File: config.mk
export PLATFORM = sky130hd
export DESIGN_NAME = rsa_modexp
export DESIGN_NICKNAME = d
export VERILOG_FILES = /design/src/rtl/rsa_modexp.sv
export SDC_FILE = /design/constraint.sdc
export NUM_CORES = 1
export LEC_CHECK = 0
export ABC_AREA = 1
export ABC_CLOCK_PERIOD_IN_PS = 7000
export CORE_MARGIN = 3
export CORE_UTILIZATION = 56
export DETAILED_ROUTE_END_ITERATION = 16
export GPL_ROUTABILITY_DRIVEN = 0
export PLACE_DENSITY = 0.85
export SYNTH_ARGS = -nofsm -noshare
export SYNTH_HDL_FRONTEND = slang
export SYNTH_SLANG_ARGS = --single-unit
File: constraint.sdc
create_clock -name clk -period 7 [get_ports clk]
set_clock_uncertainty 0.2 [all_clocks]
set_input_delay 1.4 -clock clk [delete_from_list [all_inputs] [get_ports clk]]
set_output_delay 1.4 -clock clk [all_outputs]
set_load 0.03 [all_outputs]
File: src/rtl/rsa_modexp.sv
// ============================================================================
// Module   : rsa_modexp
// Purpose  : Square-and-multiply modular exponentiation (plain^exponent mod
//            modulus) built on an MSB-first interleaved modular multiplier.
//            Optional macro RSA_MODEXP_ERR_EN adds an err output and an early
//            exit for modulus < 2.
// Revision : 1.0 - initial release
// ============================================================================
`default_nettype none

module rsa_modexp #(
    parameter int WIDTH = 8
) (
    input  logic             clk,
    input  logic             rst,
    input  logic             en,
    input  logic             clr_n,
    input  logic [WIDTH-1:0] plain,
    input  logic [WIDTH-1:0] exponent,
    input  logic [WIDTH-1:0] modulus,
    output logic [WIDTH-1:0] result,
    output logic             eoc,
`ifdef RSA_MODEXP_ERR_EN
    output logic             err,
`endif
    output logic             busy
);

    localparam int              c_BW      = $clog2(WIDTH);
    localparam logic [c_BW-1:0] c_BIT_MSB = c_BW'(WIDTH - 1);

    typedef enum logic [2:0] {
        S_LOAD   = 3'd0,
        S_REDUCE = 3'd1,
        S_SQUARE = 3'd2,
        S_MULT   = 3'd3,
        S_DONE   = 3'd4
    } state_t;

    state_t            r_state;
    logic [WIDTH-1:0]  r_plain;
    logic [WIDTH-1:0]  r_exp;
    logic [WIDTH-1:0]  r_mod;
    logic [WIDTH:0]    r_acc;
    logic [WIDTH-1:0]  r_r;
    logic [WIDTH-1:0]  r_p;
    logic [c_BW-1:0]   r_bit;
    logic [c_BW-1:0]   r_k;

    logic              w_mul_bit;
    logic [WIDTH-1:0]  w_addend;
    logic [WIDTH:0]    w_mod_ext;
    logic [WIDTH:0]    w_dbl;
    logic [WIDTH:0]    w_red1;
    logic [WIDTH:0]    w_sum;
    logic [WIDTH:0]    w_red2;
    logic [WIDTH-1:0]  w_prod;
    logic              w_mod_small;

    // REDUCE multiplies 1*plain; SQUARE uses R as both operands; MULT is R*P.
    always_comb begin
        w_mul_bit = 1'b0;
        w_addend  = '0;
        case (r_state)
            S_REDUCE: begin
                w_mul_bit = r_plain[r_bit];
                w_addend  = WIDTH'(1);
            end
            S_SQUARE: begin
                w_mul_bit = r_r[r_bit];
                w_addend  = r_r;
            end
            S_MULT: begin
                w_mul_bit = r_r[r_bit];
                w_addend  = r_p;
            end
            default: begin
                w_mul_bit = 1'b0;
                w_addend  = '0;
            end
        endcase
    end

    // Accumulator stays below modulus, so one extra bit absorbs 2R and R+addend.
    assign w_mod_ext   = {1'b0, r_mod};
    assign w_dbl       = r_acc << 1;
    assign w_red1      = (w_dbl >= w_mod_ext) ? (w_dbl - w_mod_ext) : w_dbl;
    assign w_sum       = w_mul_bit ? (w_red1 + {1'b0, w_addend}) : w_red1;
    assign w_red2      = (w_sum >= w_mod_ext) ? (w_sum - w_mod_ext) : w_sum;
    assign w_prod      = w_red2[WIDTH-1:0];
    assign w_mod_small = (r_mod < WIDTH'(2));

    always_ff @(posedge clk or posedge rst) begin
        if (rst) begin
            r_state <= S_LOAD;
            r_plain <= '0;
            r_exp   <= '0;
            r_mod   <= '0;
            r_acc   <= '0;
            r_r     <= '0;
            r_p     <= '0;
            r_bit   <= '0;
            r_k     <= '0;
            result  <= '0;
            eoc     <= 1'b0;
            busy    <= 1'b0;
`ifdef RSA_MODEXP_ERR_EN
            err     <= 1'b0;
`endif
        end else if (en) begin
            if (!clr_n) begin
                r_state <= S_LOAD;
                r_plain <= plain;
                r_exp   <= exponent;
                r_mod   <= modulus;
                r_acc   <= '0;
                r_r     <= '0;
                r_p     <= '0;
                r_bit   <= '0;
                r_k     <= '0;
                result  <= '0;
                eoc     <= 1'b0;
                busy    <= 1'b0;
`ifdef RSA_MODEXP_ERR_EN
                err     <= 1'b0;
`endif
            end else begin
                case (r_state)
                    S_LOAD: begin
                        r_state <= S_REDUCE;
                        r_acc   <= '0;
                        r_bit   <= c_BIT_MSB;
                        busy    <= 1'b1;
                    end
                    S_REDUCE: begin
`ifdef RSA_MODEXP_ERR_EN
                        if (w_mod_small) begin
                            r_state <= S_DONE;
                            result  <= '0;
                            eoc     <= 1'b1;
                            err     <= 1'b1;
                            busy    <= 1'b0;
                        end else
`endif
                        if (r_bit == '0) begin
                            r_p     <= w_prod;
                            r_r     <= w_mod_small ? '0 : WIDTH'(1);
                            r_acc   <= '0;
                            r_bit   <= c_BIT_MSB;
                            r_k     <= c_BIT_MSB;
                            r_state <= S_SQUARE;
                        end else begin
                            r_acc <= w_red2;
                            r_bit <= r_bit - 1'b1;
                        end
                    end
                    S_SQUARE, S_MULT: begin
                        if (r_bit == '0) begin
                            r_r   <= w_prod;
                            r_acc <= '0;
                            r_bit <= c_BIT_MSB;
                            if (r_state == S_SQUARE && r_exp[r_k]) begin
                                r_state <= S_MULT;
                            end else if (r_k == '0) begin
                                r_state <= S_DONE;
                                result  <= w_mod_small ? '0 : w_prod;
                                eoc     <= 1'b1;
                                busy    <= 1'b0;
                            end else begin
                                r_k     <= r_k - 1'b1;
                                r_state <= S_SQUARE;
                            end
                        end else begin
                            r_acc <= w_red2;
                            r_bit <= r_bit - 1'b1;
                        end
                    end
                    S_DONE: begin
                        r_state <= S_DONE;
                    end
                    default: begin
                        r_state <= S_LOAD;
                    end
                endcase
            end
        end
    end

endmodule

`default_nettype wire

Word-level counts from Yosys, hierarchy flattened. Index checks and enable logic that the tools add are counted.

Bits in registers: 67. Output and inout port bits: 10. Logic and storage cells: 106.

Reductions and logical operators: 14. Bitwise gates (word level): 1. Multiplexer cells: 52. Add/sub/neg operators: 5. Eq/ne operators: 17. Magnitude comparators: 5.

Operators with widths (number): 8-bit two-way mux (14); 3-bit two-way mux (12); 8-bit case mux with 2 select lines (2); 8-bit case mux with 3 select lines (1); 9-bit by 8-bit greater-or-equal comparator with 1-bit output (2); 9-bit two-way mux (2); 3-bit by 2-bit inequality test with 1-bit output (second input constant) (5); 1-bit two-way mux (13); 3-bit case mux with 2 select lines (2); 3-bit case mux with 4 select lines (1); 5-bit AND reduction (2); 9-bit by 8-bit adder with 9-bit output (1); 1-bit binary-select mux with 3-bit select (3); 3-bit logical NOT (3); 3-bit inequality test (second input constant) (3); 9-bit by 8-bit subtractor with 9-bit output (1); 3-bit by 4-bit < comparator with 1-bit output (second input constant) (2); 8-bit by 2-bit < comparator with 1-bit output (second input constant) (1); 8-bit subtractor (1); 3-bit by 2-bit == test with 1-bit output (second input constant) (2); 2-bit by 1-bit inequality test with 1-bit output (second input constant) (3); 3-bit AND reduction (2); 6-bit AND reduction (1); 3-bit by 1-bit subtractor with 3-bit output (second input constant) (2); other kinds (10) (13).

Depth between registers and ports, before layout.
Word-level depth: 12. Gate-level depth with buffers: 31.

Worst setup path before layout. No wires, ideal clock.

Path kind: register -> register. Start: register r_mod[1]. End: register r_r[2]. Setup slack: 2704 ps. Cell stages (with the launch flop): 29. Arrival time: 3970 ps. Data required time: 6673 ps. Path through: dfrtp_1 -> inv_1 -> ha_1 -> ha_1 -> nand3_1 -> nor3_2 -> nor2_2 -> nand2_4 -> nand2_1 -> inv_1 -> ha_1 -> fa_1 -> nand3_1 -> nand2_1 -> nand3_1 -> nand2_1 -> nor2_1 -> nand3b_1 -> o21ai_1 -> ha_1 -> nand2_1 -> nor3_1 -> nand2_1 -> o211ai_1 -> nand2_4 -> nand4_4 -> nand2_1 -> nand3_1 -> o21ai_1.

Word-level cells in the longest chain between the ends: 9. Elaborated cells on any way between the ends: 11. Classes of those cells: add/sub: 3; order compare: 2; mux: 6.

Ends and longest elaborated chain: from (decl) (line 43) `logic [WIDTH-1:0] r_mod;`; from (signal assigned) (line 115) `r_mod <= modulus;`; 9-bit by 8-bit subtractor with 9-bit output or 9-bit by 8-bit greater-or-equal comparator with 1-bit output (tied branches) (line 87) `assign w_red1 = (w_dbl >= w_mod_ext) ? (w_dbl - w_mod_ext) : w_dbl;`; 9-bit two-way mux (line 87); 9-bit by 8-bit adder with 9-bit output (line 88) `assign w_sum = w_mul_bit ? (w_red1 + {1'b0, w_addend}) : w_red1;`; 9-bit two-way mux (line 88); 8-bit subtractor or 9-bit by 8-bit greater-or-equal comparator with 1-bit output (tied branches) (line 89) `assign w_red2 = (w_sum >= w_mod_ext) ? (w_sum - w_mod_ext) : w_sum;`; 8-bit two-way mux * (line 89); 8-bit two-way mux * (line 158) `if (r_bit == '0) begin`; 8-bit case mux with 2 select lines * (line 128) `case (r_state)`; 8-bit two-way mux * (line 111) `if (!clr_n) begin`; to (signal assigned) (line 147) `r_r <= w_mod_small ? '0 : WIDTH'(1);`; to (signal assigned) (line 159) `r_r <= w_prod;`; to (decl) (line 45) `logic [WIDTH-1:0] r_r;`.

Every way passes the cells marked *; elsewhere a longest branch is shown, timed or not. The select of a mux whose other input is x is not followed. A chain may end at the register's enable or synchronous reset.

Final worst setup path.
Start: register r_mod[1]. End: register result[4].

Word-level cells in the longest chain between the ends: 12. Elaborated cells on any way between the ends: 15. Classes of those cells: add/sub: 3; order compare: 3; mux: 9.

Ends and longest elaborated chain: 9-bit by 8-bit subtractor with 9-bit output or 9-bit by 8-bit greater-or-equal comparator with 1-bit output (tied branches) (line 87); 9-bit two-way mux (line 87); 9-bit by 8-bit adder with 9-bit output (line 88); 9-bit two-way mux (line 88); 8-bit subtractor or 9-bit by 8-bit greater-or-equal comparator with 1-bit output (tied branches) (line 89); 8-bit two-way mux (line 89); 8-bit two-way mux * (line 166) `result <= w_mod_small ? '0 : w_prod;`; 8-bit two-way mux * (line 164) `end else if (r_k == '0) begin`; 8-bit two-way mux * (line 162) `if (r_state == S_SQUARE && r_exp[r_k]) begin`; 8-bit two-way mux * (line 158); 8-bit two-way mux * (line 128); 8-bit two-way mux * (line 111); to (signal assigned) (line 166); to (decl) (line 21) `output logic [WIDTH-1:0] result,`.

Marks and branches as above.

==> impl_metrics.ini <==
[placed_design]
dp_hpwl_um = 9480
place_area_um2 = 5300
io_buffers = 37
pre_cts_slack_ns = 1.91

[sta]
worst_slack_ns = 1.77
min_period_ns = 5.23
slew_headroom_pct = 23.0
fmax_mhz = 191
period_share_pct = 74.7
rsz0062_at_grt = no
drv_slew = 0
finalHoldViolations = 0
fin_tns_setup_ns = 0
setup_violations = 0
worstMarginPinSlew_ns = 1.15

[clocking]
cts_made_buffers = 9
path_clk_slew_ns = 0.07
cts_setup_buffers = 0
cts_hold_buf = 0
post_cts_resized = 0
numClockSinks = 67
cts-root-buf = clkbuf_8
htree_num_levels = 3
clock_latency_ns = 0.35
ctsLongestPathBuffers = 2
cts_tree = yes

[yosys]
yosysSeqAreaShare_pct = 34.7
synth_fp_nets = 702
synth_area_um2 = 4830
avgSynthCellArea_um2 = 7.53
synth_top_area_share_pct = 34.7
ys_ff_latch = 67
synth.largest_area_cell = dfrtp_1
netlist_instances = 642
synth_cell_types = 48
synthFlopType = dfrtp_1
yosys_warnings = 0
ys_top_cells_by_area = dfrtp_1, nand2_1, ha_1, inv_1, nand3_1
async_reset_ff_share_pct = 100
synth_edf_count = 0

[critical_path]
critPathMaxStageDelay_ns = 0.42
cpMaxStageDelayCell = fa_1
crit_family = simple AND/OR/NAND/NOR gates
critical_path_buf_inv_count = 2
worstPathMaxFanout = 10
worstPathRequired_ns = 7.03
start_kind = flip-flop
crit_path_end_kind = flip-flop
path_class = reg2reg
cp.arrival_ns = 5.25
crit_top_cell = nand2_1

[grt]
track_usage_pct = 25.6
grt_max_degree = 68
overflow = 0
grt_pass1_vias = 4367
antenna_found_initial = 0
grt_pass1_wl_um = 20400

[die]
die_w_um = 98.9
dieHeight_um = 98.9
core_um2 = 8300
initial_utilization_pct = 58.2
row_count = 33
io_pins = 38
die-area_um2 = 9780

[cells_and_area]
n_antenna_cell = 0
final_util_pct = 66.1
post-route-cell-area_um2 = 5480
final_common_cell = nand2_1
final_cell_mix = nand2_1, inv_1, dfrtp_1, nand3_1, clkdlybuf4s50_1
areaGrowthSynthToFinish_pct = 13.5
fin_nets = 743
drive_gt1_share_pct = 12.5

[routing]
wl_um = 12300
firstDrtPassIters = 7
ant_nets = 0
drtIter0Drc = 478
routed_via_density = 5.72
wl_per_cell_um = 15.5
drc_errors = 0
vias = 4532

[worst_hold_path]
worstHoldPathType = reg2reg

[status]
outcome = complete, no violations

[flow_run]
cap_violations = 0
-- cell usage after synthesis (all sizes together) (2+ instances only) --
| cell | count |
|---|---|
| buf | 5 |
| xor2 | 9 |
| o22ai | 9 |
| nand3b | 4 |
| nand4 | 13 |
| nor3 | 6 |
| o211ai | 4 |
| a21oi | 20 |
| nand2 | 213 |
| nor2 | 32 |
| o21ai | 54 |
| clkinv | 2 |
| xnor2 | 4 |
| ha | 29 |
| a31oi | 2 |
| fa | 3 |
| nand3 | 64 |
| inv | 87 |
| dfrtp | 67 |
| or2 | 6 |
| clkbuf | 4 |
-- sequential cells by signal, indices dropped and copies added (netlist names), 8 cells and up --
register / count
r_r: 8
r_exp: 8
r_plain: 8
result: 8
r_p: 8
r_acc: 8
r_mod: 8
-- logic make-up (layout without fill, tap and decap cells) --
family / Yosys count / count (layout) / synth area share, %
xor gates and xnor gates: 13 / 13 / 2.36
DFF: 67 / 67 / 34.7
and+or+nand+nor: 340 / 340 / 34.9
AOI/OAI and AO/OA: 92 / 92 / 11.1
adders and majority gates: 32 / 32 / 8.75
buffers and inverters: 98 / 143 / 8.18
-- final cells by class --
cell class,instances,area [um2]
fillers,640,2820
multi-input cells,477,2760
flip-flops and latches,67,1680
repair buffers,39,385
inverters,89,344
well taps,105,131
clock buffers,10,128
clock inverters,5,55.1
-- per-stage QoR --
step	std cells	hold slack (ns)
after global placement	777	0.252
after detailed placement	777	0.254
after floorplan	642	0.237
final	792	0.267
after CTS	792	0.272
after global routing	792	0.309
-- worst min-delay path: cells and delay by family, from the launching register on --
kind	cells	cell delay (ns)
DFF	1	0.34
and+or+nand+nor	2	0.10
-- path summary, 6_finish.rpt --
path / startpoint / end / slack (ns) / cells after the start
worst min-delay path: r_exp[2] / r_exp[2] / 0.27 / 2
worst max register to register: r_mod[1] / result[4] / 1.77 / 28
min in group asynchronous: rst / r_plain[3] / 1.42 / 3
max in group asynchronous: rst / r_r[3] / 4.63 / 3
worst min register to register: r_exp[2] / r_exp[2] / 0.27 / 2
worst max-delay path: r_mod[1] / result[4] / 1.77 / 28
-- metal layers --
layer | vias up | routed length (um) | share of wire [%] | GRT usage, %
li1 | 2174 | - | - | -
met1 | 2116 | 4720 | 39 | 31.2
met2 | 206 | 6260 | 51 | 44.5
met3 | 36 | 911 | 7.4 | 5.87
met4 | 0 | 359 | 2.9 | 9.24
met5 | - | 0 | 0 | 0
Power is left out: the tool's default activity adds up to more than one toggle a clock period on the data nets, which glitch-free logic cannot reach.
